### config.mk
export PLATFORM = sky130hd
export DESIGN_NAME = lcd_cmd_sequencer
export DESIGN_NICKNAME = d
export VERILOG_FILES = /design/src/rtl/lcd_cmd_sequencer.sv
export SDC_FILE = /design/constraint.sdc
export NUM_CORES = 1
export LEC_CHECK = 0
export ABC_AREA = 1
export CAP_MARGIN = 20
export CORE_MARGIN = 2
export CORE_UTILIZATION = 43
export DETAILED_ROUTE_END_ITERATION = 7
export PLACE_DENSITY = 0.77
export SYNTH_ARGS = -nofsm -noshare
export SYNTH_HDL_FRONTEND = slang
export SYNTH_SLANG_ARGS = --single-unit
### constraint.sdc
create_clock -name i_clk -period 1.75 [get_ports i_clk]
set_clock_uncertainty 0.2 [all_clocks]
set_input_delay 0.175 -clock i_clk [delete_from_list [all_inputs] [get_ports i_clk]]
set_output_delay 0.175 -clock i_clk [all_outputs]
set_load 0.05 [all_outputs]
### src/rtl/lcd_cmd_sequencer.sv
// lcd_cmd_sequencer: accepts one HD44780 command word per CPU store, queues it in a
// one-deep pending slot and plays it onto the LCD bus with setup / EN pulse / hold /
// execution-wait timing. Busy and sticky overrun are exported for CPU readback.
//
// Ports:
//   i_clk        system clock
//   i_reset      synchronous active-low reset
//   i_cmd_valid  one-cycle command write strobe
//   i_cmd_data   command word: [31] ON, [9] RS, [8] RW (ignored), [7:0] DATA
//   o_lcd_on     LCD power/backlight
//   o_lcd_en     LCD enable strobe
//   o_lcd_rs     register select
//   o_lcd_rw     read/write, always 0
//   o_lcd_data   LCD data bus
//   o_busy       command in flight or pending
//   o_status     {busy, overrun, 20'b0, RS, 1'b0, DATA}
module lcd_cmd_sequencer #(
  parameter int unsigned T_SETUP     = 2,
  parameter int unsigned T_EN_HIGH   = 12,
  parameter int unsigned T_HOLD      = 2,
  parameter int unsigned T_EXEC      = 2000,
  parameter int unsigned T_EXEC_LONG = 82000,
  parameter int unsigned CNT_W       = 17
) (
  input  logic        i_clk,
  input  logic        i_reset,
  input  logic        i_cmd_valid,
  input  logic [31:0] i_cmd_data,
  output logic        o_lcd_on,
  output logic        o_lcd_en,
  output logic        o_lcd_rs,
  output logic        o_lcd_rw,
  output logic [7:0]  o_lcd_data,
  output logic        o_busy,
  output logic [31:0] o_status
);

  // Counter reload values: a state lasting T cycles counts T-1 down to 0.
  localparam logic [CNT_W-1:0] SetupLd = CNT_W'(T_SETUP - 1);
  localparam logic [CNT_W-1:0] EnLd    = CNT_W'(T_EN_HIGH - 1);
  localparam logic [CNT_W-1:0] HoldLd  = CNT_W'(T_HOLD - 1);
  localparam logic [CNT_W-1:0] ExecLd  = CNT_W'(T_EXEC - 1);
  localparam logic [CNT_W-1:0] LongLd  = CNT_W'(T_EXEC_LONG - 1);

  typedef enum logic [2:0] {StIdle, StSetup, StEnHi, StHold, StWait} state_e;

  state_e           state_q, state_d;
  logic [CNT_W-1:0] cnt_q, cnt_d;
  // Command records are packed as {ON, RS, DATA[7:0]}.
  logic [9:0]       cmd_q, cmd_d;
  logic [9:0]       pend_q, pend_d;
  logic             pend_full_q, pend_full_d;
  logic             overrun_q, overrun_d;
  logic             en_q, en_d;
  logic             busy_q, busy_d;

  logic [9:0] incoming;
  logic       last_cycle;
  logic       wait_final;
  logic       is_long;

  logic unused_cmd_bits;
  assign unused_cmd_bits = ^{i_cmd_data[30:10], i_cmd_data[8]};

  assign incoming   = {i_cmd_data[31], i_cmd_data[9], i_cmd_data[7:0]};
  assign last_cycle = (cnt_q == '0);
  assign wait_final = (state_q == StWait) && last_cycle;
  // Clear display (0x01) and return home (0x02/0x03) need the long execution wait.
  assign is_long    = !cmd_q[8] && (cmd_q[7:2] == 6'd0) && (cmd_q[7:0] != 8'd0);

  always_comb begin
    state_d     = state_q;
    cnt_d       = cnt_q;
    cmd_d       = cmd_q;
    pend_d      = pend_q;
    pend_full_d = pend_full_q;
    overrun_d   = overrun_q;

    unique case (state_q)
      StIdle: begin
        if (i_cmd_valid) begin
          cmd_d   = incoming;
          state_d = StSetup;
          cnt_d   = SetupLd;
        end
      end
      StSetup: begin
        if (last_cycle) begin
          state_d = StEnHi;
          cnt_d   = EnLd;
        end else begin
          cnt_d = cnt_q - 1'b1;
        end
      end
      StEnHi: begin
        if (last_cycle) begin
          state_d = StHold;
          cnt_d   = HoldLd;
        end else begin
          cnt_d = cnt_q - 1'b1;
        end
      end
      StHold: begin
        if (last_cycle) begin
          state_d = StWait;
          cnt_d   = is_long ? LongLd : ExecLd;
        end else begin
          cnt_d = cnt_q - 1'b1;
        end
      end
      StWait: begin
        if (last_cycle) begin
          if (pend_full_q) begin
            // Pending launches; a simultaneous write refills the slot.
            cmd_d       = pend_q;
            state_d     = StSetup;
            cnt_d       = SetupLd;
            pend_full_d = i_cmd_valid;
            if (i_cmd_valid) begin
              pend_d = incoming;
            end
          end else if (i_cmd_valid) begin
            cmd_d   = incoming;
            state_d = StSetup;
            cnt_d   = SetupLd;
          end else begin
            state_d = StIdle;
          end
        end else begin
          cnt_d = cnt_q - 1'b1;
        end
      end
      default: begin
        state_d = StIdle;
        cnt_d   = '0;
      end
    endcase

    // Writes arriving mid-command queue up; the WAIT final cycle is handled above.
    if ((state_q != StIdle) && i_cmd_valid && !wait_final) begin
      if (!pend_full_q) begin
        pend_d      = incoming;
        pend_full_d = 1'b1;
      end else begin
        overrun_d = 1'b1;
      end
    end

    en_d   = (state_d == StEnHi);
    busy_d = (state_d != StIdle) || pend_full_d;
  end

  always_ff @(posedge i_clk) begin
    if (!i_reset) begin
      state_q     <= StIdle;
      cnt_q       <= '0;
      cmd_q       <= '0;
      pend_q      <= '0;
      pend_full_q <= 1'b0;
      overrun_q   <= 1'b0;
      en_q        <= 1'b0;
      busy_q      <= 1'b0;
    end else begin
      state_q     <= state_d;
      cnt_q       <= cnt_d;
      cmd_q       <= cmd_d;
      pend_q      <= pend_d;
      pend_full_q <= pend_full_d;
      overrun_q   <= overrun_d;
      en_q        <= en_d;
      busy_q      <= busy_d;
    end
  end

  assign o_lcd_on   = cmd_q[9];
  assign o_lcd_rs   = cmd_q[8];
  assign o_lcd_data = cmd_q[7:0];
  assign o_lcd_rw   = 1'b0;
  assign o_lcd_en   = en_q;
  assign o_busy     = busy_q;
  assign o_status   = {busy_q, overrun_q, 20'd0, cmd_q[8], 1'b0, cmd_q[7:0]};

endmodule

After elaboration in Yosys (flattened, before gate mapping)
Index checks and enable logic that the tools add are counted.

Input port bits: 35. Logic and storage cells: 63. Register bits: 44. Output and inout port bits: 45.

Equality and inequality tests: 6. $add $sub $neg: 1. Reductions and logical operators: 17. Muxes and demuxes: 31.

Operators with widths (count): 17-bit two-way mux (7); 10-bit two-way mux (9); 17-bit one-hot mux with 5 select lines (1); 10-bit one-hot mux with 2 select lines (1); 17-bit zero test (1); 17-bit by 1-bit subtractor with 17-bit output, second input constant (1); 3-bit two-way mux (5); 3-bit one-hot mux with 5 select lines (1); 3-bit by 2-bit == test with 1-bit output, second input constant (3); 8-bit nonzero test (1); 1-bit two-way mux (7); 6-bit zero test (1); 3-bit nonzero test (2); 1-bit logical AND (5); 2-bit AND reduction (2); 3-bit by 1-bit == test with 1-bit output, second input constant (1); 3-bit == test, second input constant (1); 3-bit zero test (1); 1-bit zero test (2); 2-bit inequality test, second input constant (1); 2-bit nonzero test (1); 1-bit logical OR (1).

Depth between registers and ports, before layout
Gate-level depths: netlist (run 1).

Depth in word-level cells: 6. Mapped depth: 14. Mapped depth without buffers: 13.

Worst setup path after synthesis (run 1)
Ideal clock, no wire load.

Path type: register to register. Start: register cnt_q[0]. End: register pend_q[8]. Buffers on the path: 1. Arrival: 1.577 ns. Stages on the path, launching flop included: 15. Data required time: 1.437 ns. Path slack: -0.140 ns. Clock period less this slack: 1.890 ns. Library setup time: 0.113 ns. Path through: dfxtp_1 inv_1 ha_1 inv_1 nor2_1 nand2_1 nor2_4 nand2_4 clkinv_2 nand4_4 nand2_4 buf_6 nand2_1 nand2_1 nor2_1.

Word-level cells in the longest chain between the ends: 5. Elaborated cells between the ends (all ways): 8. Classes of those cells: mux (4); reduce/logical (4).

RTL lines: from (decl) (line 48) `logic [CNT_W-1:0] cnt_q, cnt_d;`; from (signal assigned) (line 165) `cnt_q <= cnt_d;`; 17-bit zero test * (line 66) `assign last_cycle = (cnt_q == '0);`; 10-bit two-way mux / 1-bit logical AND (equally long branches) (line 112, 67); 10-bit two-way mux / 1-bit zero test (equally long branches) (line 79, 140); 10-bit two-way mux / 1-bit logical AND (equally long branches) (line 141, 140); 10-bit two-way mux * (line 140) `if ((state_q != StIdle) && i_cmd_valid && !wait_final) begin`; to (signal assigned) (line 167) `pend_q <= pend_d;`; to (decl) (line 51) `logic [9:0] pend_q, pend_d;`.

Every way passes the cells marked *; elsewhere a longest branch is shown, timed or not. A chain may end at the register's enable or synchronous reset.

Worst setup path after layout (run 1)
Start: register cnt_q[0]. End: register busy_q (netlist: o_busy).

Word-level cells in the longest chain between the ends: 6. Elaborated cells between the ends (all ways): 15. Classes of those cells: mux (9); reduce/logical (6).

RTL lines: 17-bit zero test * (line 66); branches (longest 4 deep; another with 3-bit one-hot mux with 5 select lines); 1-bit logical OR * (line 150) `busy_d = (state_d != StIdle) || pend_full_d;`; to (signal assigned) (line 171) `busy_q <= busy_d;`; to (decl) (line 55) `logic busy_q, busy_d;`.

Mark *: on every way between the ends.

==> results of run 1 <==
cells in the mapped netlist, drive strengths merged, types with 3 or more instances:
master and instances:
inv 36, nor3 7, clkinv 3, nand3 24
nand2 97, clkbuf 8, a21oi 31, o21ai 31
nand4 8, buf 39, xor2 8, dfxtp 44
nor2 62, o211ai 11
cells by family after synthesis:
kind of cell,synth area share
AND/OR/NAND/NOR,0.329
XOR/XNOR,0.0252
AO/OA/AOI/OAI,0.151
flip-flops,0.317
other,0.00135
buffers and inverters,0.167
adder cells (fa/ha/maj),0.00901
what timing repair did:
| action | CTS | global route |
|---|---|---|
| hold endpoints to repair | 0 | 0 |
| gates cloned | 1 | 2 |
| buffers inserted | 2 | 4 |
| resized for setup | 14 | 32 |
| pin swaps | 8 | 1 |
| endpoints found under the setup margin | 38 | 41 |
cell type report:
class / instances / area [um^2] / area share
clock buffers: 6 / 82.6 / 0.0219
clock inverters: 2 / 38.8 / 0.0103
inverters: 39 / 156 / 0.0415
multi-input cells: 310 / 1680 / 0.446
flip-flops and latches: 44 / 883 / 0.235
well taps: 77 / 96.3 / 0.0256
repair buffers: 96 / 830 / 0.220
metrics by stage:
stage	cells	hold slack [ps]	setup slack [ps]	instance area (um^2)	setup TNS, ps
after detailed placement	557	254	-147	3390	-3020
after global placement	557	245	-80.2	3390	-1580
after global routing	574	290	-236	3760	-5390
after floorplan	439	107	-71.2	2900	-307
final	574	270	-124	3760	-1740
after CTS	568	274	-82.4	3590	-1110
metal layers:
layer / up-vias / wire length (um) / global-route usage
li1: 1458 / - / -
met1: 1345 / 3040 / 0.229
met2: 114 / 3850 / 0.356
met3: 19 / 414 / 0.0285
met4: 0 / 161 / 0.0592
met5: - / 0 / 0
flip-flops by register name, indices dropped and copies added, names as in the netlist:
signal,flops
cnt_q,17
o_lcd_en,1
pend_q,10
o_busy,1
pend_full_q,1
cmd_q,10
overrun_q,1
state_q,3
critical path: cells and delay by family (launching register included):
kind | cells | cell delay [ps]
fa+ha+maj | 1 | 120
buf+inv | 3 | 260
flops | 1 | 340
simple gates | 10 | 850
worst paths after layout:
path         slack [ps]      start  cells past startpoint        end
max                -120   cnt_q[0]                     14     o_busy
min                 270  overrun_q                      1  overrun_q
max reg2reg        -120   cnt_q[0]                     14     o_busy
min reg2reg         270  overrun_q                      1  overrun_q
==> out/results.md, run 1 <==
| Quantity | Value |
|---|---|
| Share of flip-flops with an asynchronous set or reset | 0 |
| Library cell with the largest summed area after synthesis | sky130_fd_sc_hd__dfxtp_1 |
| Area added between synthesis and finish | 35.5% |
| Detailed-route wire length | 7460 um |
| Fill cell total of the finished layout | 546 |
| Element type at the critical path end | flop |
| Arrival time worst endpoint | 1860 ps |
| Post-synthesis sequential element count | 44 |
| WL per Instance | 13.0 um |
| Number of warnings reported in the yosys synthesis log | 0 |
| Horizontal die dimension | 84.4 um |
| IO Pins | 80 |
| Total track usage | 0.193 |
| # Max-Cap Violations | 0 |
| Ordered cell list for the critical path | inv_4 > ha_4 > inv_2 > nor2_4 > nand2_2 > nor2_4 > buf_4 > nand3_1 > nand2_1 > nand2_1 > nand2_1 > nand2_1 > nand2_1 > nand3_1 |
| Overall die area | 0.00712 mm^2 |
| Number of enable flip-flop cells after synthesis | 0 |
| Util after Layout | 0.596 |
| Count of buffers from port buffering | 35 |
| Violations in the final reports | negative setup slack |
| Time the worst path needs with I/O delays and setup | 1870 ps |
| Number of global-route vias before repair | 2637 |
| Detail-routed via count per cell | 5.11 |
| Number of antenna violations at the first check in global routing | 0 |
| Inserted Clock Buffers | 5 |
| Commonest non-fill, non-tap cell in the layout | sky130_fd_sc_hd__nand2_1 |
| DRC violation count after routing | 0 |
| Number of diodes added for antenna fixing | 0 |
| Overflow after GRT | 0 |
| Most frequently used flop master after synthesis | sky130_fd_sc_hd__dfxtp_1 |
| Largest net degree at the start of global routing | 29 |
| Commonest cells after routing, fill and taps aside | sky130_fd_sc_hd__nand2_1, sky130_fd_sc_hd__buf_4, sky130_fd_sc_hd__nor2_1 |
| Post-route worst setup slack | -124 ps |
| Layout cells sized above 1 | 0.300 |
| Tcrit/Tclk final | 1.07 |
| Number of design-rule violations left by the first detailed-router iteration | 203 |
| Number of hold buffers added after CTS | 0 |
| Max clock buf depth | 2 |
| Clock tree from TritonCTS | done |
| Number of nets with antenna violations after routing | 0 |
| Placer congestion estimate | 0.907 |
| Detailed-placement wirelength estimate | 5150 um |
| Sequential share of the synthesized area | 0.317 |
| Sinks on the clock net | 44 |
| Root Driver | sky130_fd_sc_hd__clkbuf_8 |
| Post-Syn Instances | 418 |
| Clock input transition at the sequential cells of the worst setup and hold paths | 90 ps |
| Yosys cell types | 34 |
| Core Area | 0.00631 mm^2 |
| Nets | 533 |
| Initial cell density of the core | 0.440 |
| Post-Synthesis Mean Instance Area | 6.65 um^2 |
| Startpoint types | flop |
| Global-route wire length before repair | 11400 um |
| Slowest CP cell | sky130_fd_sc_hd__dfxtp_2 |
| Synth area leaders | sky130_fd_sc_hd__dfxtp_1, sky130_fd_sc_hd__nand2_1, sky130_fd_sc_hd__buf_4 |
| Mapped cell area | 0.00278 mm^2 |
| # setup viols final | 32 |
| Worst EP required | 1740 ps |
| Number of hold violations in the final report | 0 |
| Setup repair after global routing missed its margin | yes |
| Number of detailed-routing iterations run before antenna repair | 5 |
| Routed vias | 2936 |
| Hold Path Class | flop to flop |
| Die height | 84.4 um |
| Slowest stage delay, CP | 340 ps |
| Status | complete, but fails checks |
| Cell occurring most often along the worst timing path | sky130_fd_sc_hd__nand2_1 |
| Crit Path Max Fanout | 4 |
| Kind of critical path | flop to flop |
| Clk Latency, worst-skew pair | 300 ps |
| Std cell rows | 29 |
| Final Slew Violations | 0 |
| FMAX | 0.534 GHz |
| Max H-tree Level | 2 |
| Portion of synthesized cell area occupied by the leading cell type | 0.317 |
Power of run 1 is left out: the tool's default activity adds up to more than one toggle a clock period on the data nets, which glitch-free logic cannot reach.
==> run 2: changes to the inputs <==
Settings changed: CORE_MARGIN 2 to 10.
==> run 2 against run 1 <==
The run still ends with negative setup slack left. Worst setup slack got worse by 13 ps. Critical endpoint unchanged. Sequential share of layout area is 1.3 points higher. Worst hold slack about the same. Final cell count down 1.6%. Sequential cell count stayed put. Routed wire length grew 0.87%. Count of clock-buffer cells in the layout unchanged. Fmax is 0.71% lower.
==> out/results.md, run 2 (synthesized netlist as in run 1, its figures left out) <==
| Quantity | Value | Delta |
|---|---|---|
| Status | complete, but fails checks | unchanged |
| Violations in the final reports | negative setup slack | unchanged |
| Number of nets with antenna violations after routing | 0 | unchanged |
| Detail-routed via count per cell | 5.03 | was 5.11 |
| Top Registers | cnt_q: 17 flops, cmd_q: 10 flops, pend_q: 10 flops | unchanged |
| Sequential cell area | 883 um^2 | unchanged |
| FMAX | 0.530 GHz | was 0.534 GHz |
| Startpoint types | flop | unchanged |
| Overall die area | 0.0101 mm^2 | was 0.00712 mm^2 |
| # setup viols final | 41 | was 32 |
| Setup repair after global routing missed its margin | yes | unchanged |
| Setup TNS | -3430 ps | was -1740 ps |
| Number of flip-flops under the largest register name | 17 | unchanged |
| Commonest cells after routing, fill and taps aside | sky130_fd_sc_hd__nand2_1, sky130_fd_sc_hd__buf_4, sky130_fd_sc_hd__nor2_1 | unchanged |
| # Max-Cap Violations | 0 | unchanged |
| Commonest non-fill, non-tap cell in the layout | sky130_fd_sc_hd__nand2_1 | unchanged |
| Max H-tree Level | 2 | unchanged |
| Register with the highest flop count | cnt_q | unchanged |
| Buffers & Inverters on Critical Path | 3 | unchanged |
| Routed vias | 2844 | was 2936 |
| Count of buffers from port buffering | 35 | unchanged |
| Inserted Clock Buffers | 5 | unchanged |
| Area added between synthesis and finish | 28.2% | was 35.5% |
| Clock input transition at the sequential cells of the worst setup and hold paths | 90 ps | about the same |
| Util after Layout | 0.564 | was 0.596 |
| Final Slew Violations | 0 | unchanged |
| Slowest stage delay, CP | 340 ps | about the same |
| Detailed-placement wirelength estimate | 5580 um | was 5150 um |
| Fill cell total of the finished layout | 616 | was 546 |
| Number of global-route vias before repair | 2896 | was 2637 |
| Number of hold violations in the final report | 0 | unchanged |
| Total track usage | 0.149 | was 0.193 |
| Global-route wire length before repair | 12700 um | was 11400 um |
| Max clock buf depth | 2 | unchanged |
| Largest net degree at the start of global routing | 29 | unchanged |
| Crit Path Max Fanout | 5 | was 4 |
| Std cell rows | 29 | unchanged |
| Overflow after GRT | 0 | unchanged |
| Number of diodes added for antenna fixing | 0 | unchanged |
| Initial cell density of the core | 0.440 | unchanged |
| Worst path top cell family by delay | simple AND/OR/NAND/NOR gates | unchanged |
| Arrival time worst endpoint | 1930 ps | was 1860 ps |
| DRC violation count after routing | 0 | unchanged |
| Root Driver | sky130_fd_sc_hd__clkbuf_8 | unchanged |
| Placer congestion estimate | 0.880 | was 0.907 |
| Ordered cell list for the critical path | inv_4 > ha_4 > inv_2 > nor2_4 > nand2_2 > nor2_4 > nand2_2 > buf_4 > nand2_1 > o21ai_1 > nand3_1 > nand2_1 > nand3_1 | was inv_4 > ha_4 > inv_2 > nor2_4 > nand2_2 > nor2_4 > buf_4 > nand3_1 > nand2_1 > nand2_1 > nand2_1 > nand2_1 > nand2_1 > nand3_1 |
| Post-route worst setup slack | -137 ps | was -124 ps |
| Detailed-route wire length | 7530 um | was 7460 um |
| Area of the multi-input gates | 0.00162 mm^2 | was 0.00168 mm^2 |
| Tcrit/Tclk final | 1.08 | was 1.07 |
| Time the worst path needs with I/O delays and setup | 1890 ps | was 1870 ps |
| Nets | 524 | was 533 |
| Hold slack final | 270 ps | about the same |
| Layout cells sized above 1 | 0.264 | was 0.300 |
| Core Area | 0.00631 mm^2 | unchanged |
| Element type at the critical path end | flop | unchanged |
| WL per Instance | 13.3 um | was 13.0 um |
| IO Pins | 80 | unchanged |
| Number of antenna violations at the first check in global routing | 0 | unchanged |
| Clk Latency, worst-skew pair | 300 ps | about the same |
| Slowest CP cell | sky130_fd_sc_hd__dfxtp_2 | unchanged |
| Horizontal die dimension | 100 um | was 84.4 um |
| Sinks on the clock net | 44 | unchanged |
| Clock tree from TritonCTS | done | unchanged |
| Worst EP required | 1790 ps | was 1740 ps |
| Hold Path Class | flop to flop | unchanged |
| Kind of critical path | flop to flop | unchanged |
| Die height | 100 um | was 84.4 um |
| Number of design-rule violations left by the first detailed-router iteration | 180 | was 203 |
| Number of detailed-routing iterations run before antenna repair | 4 | was 5 |
## run 2: changes by cell type in the layout (fill, tap and decap cells not counted), moves of 2 or more
cell and change:
sky130_fd_sc_hd__o21ai_2 -7, sky130_fd_sc_hd__clkbuf_16 -2, sky130_fd_sc_hd__buf_4 -4, sky130_fd_sc_hd__o21ai_0 +7, sky130_fd_sc_hd__buf_6 -3
## run 2: area by class of cell
class	instances	area share
Timing Repair Buffer	87	0.201
Multi-Input combinational cell	310	0.455
Sequential cell	44	0.248
Clock inverter	2	0.00457
Clock buffer	6	0.0204
Tap cell	77	0.0270
Inverter	39	0.0439
## run 2: worst paths after layout
path                            startpoint        end  slack, ps  cells past startpoint
worst max-delay path              cnt_q[1]     o_busy       -140                     13
worst min-delay path             pend_q[2]  pend_q[2]        270                      2
worst max register to register    cnt_q[1]     o_busy       -140                     13
worst min register to register   pend_q[2]  pend_q[2]        270                      2
## run 2: worst min-delay path: stages, from the launching register on
cell and delay [ps]:
sky130_fd_sc_hd__dfxtp_1 330, sky130_fd_sc_hd__nor2_1 40, sky130_fd_sc_hd__nor2_1 70
## run 2: metrics by stage
| step | std cells | setup slack (ps) | instance area (um^2) |
|---|---|---|---|
| 2_1_floorplan | 439 | -71.2 | 2900 |
| 4_1_cts | 565 | -78.7 | 3540 |
| 3_3_place_gp | 554 | -73.1 | 3360 |
| 6_report | 565 | -137 | 3560 |
| 5_1_grt | 565 | -244 | 3560 |
| 3_5_place_dp | 554 | -142 | 3360 |
## run 2: metal layers
| layer | GRT usage | routed length [um] | vias to the layer above |
|---|---|---|---|
| met5 | 0 | 0 | - |
| met4 | 0.0587 | 137 | 0 |
| met3 | 0.0385 | 496 | 14 |
| met2 | 0.262 | 3710 | 85 |
| met1 | 0.168 | 3180 | 1307 |
| li1 | - | - | 1438 |
## run 2: timing repair
item                                    4_1_cts  5_1_grt
gates resized for setup                      18        5
gates cloned                                  1        0
endpoints found under the setup margin       39       43
setup buffers                                 2        0
pin swaps                                     5        2
hold buffers                                  0        0
Power of run 2 is left out for the same reason.
==> run 3: changes to the inputs <==
Settings changed: CAP_MARGIN 20 to 25.
==> results of run 3 <==
The final DEF is identical to that of run 2; final timing and power are the same.
Power of run 3 is left out for the same reason.
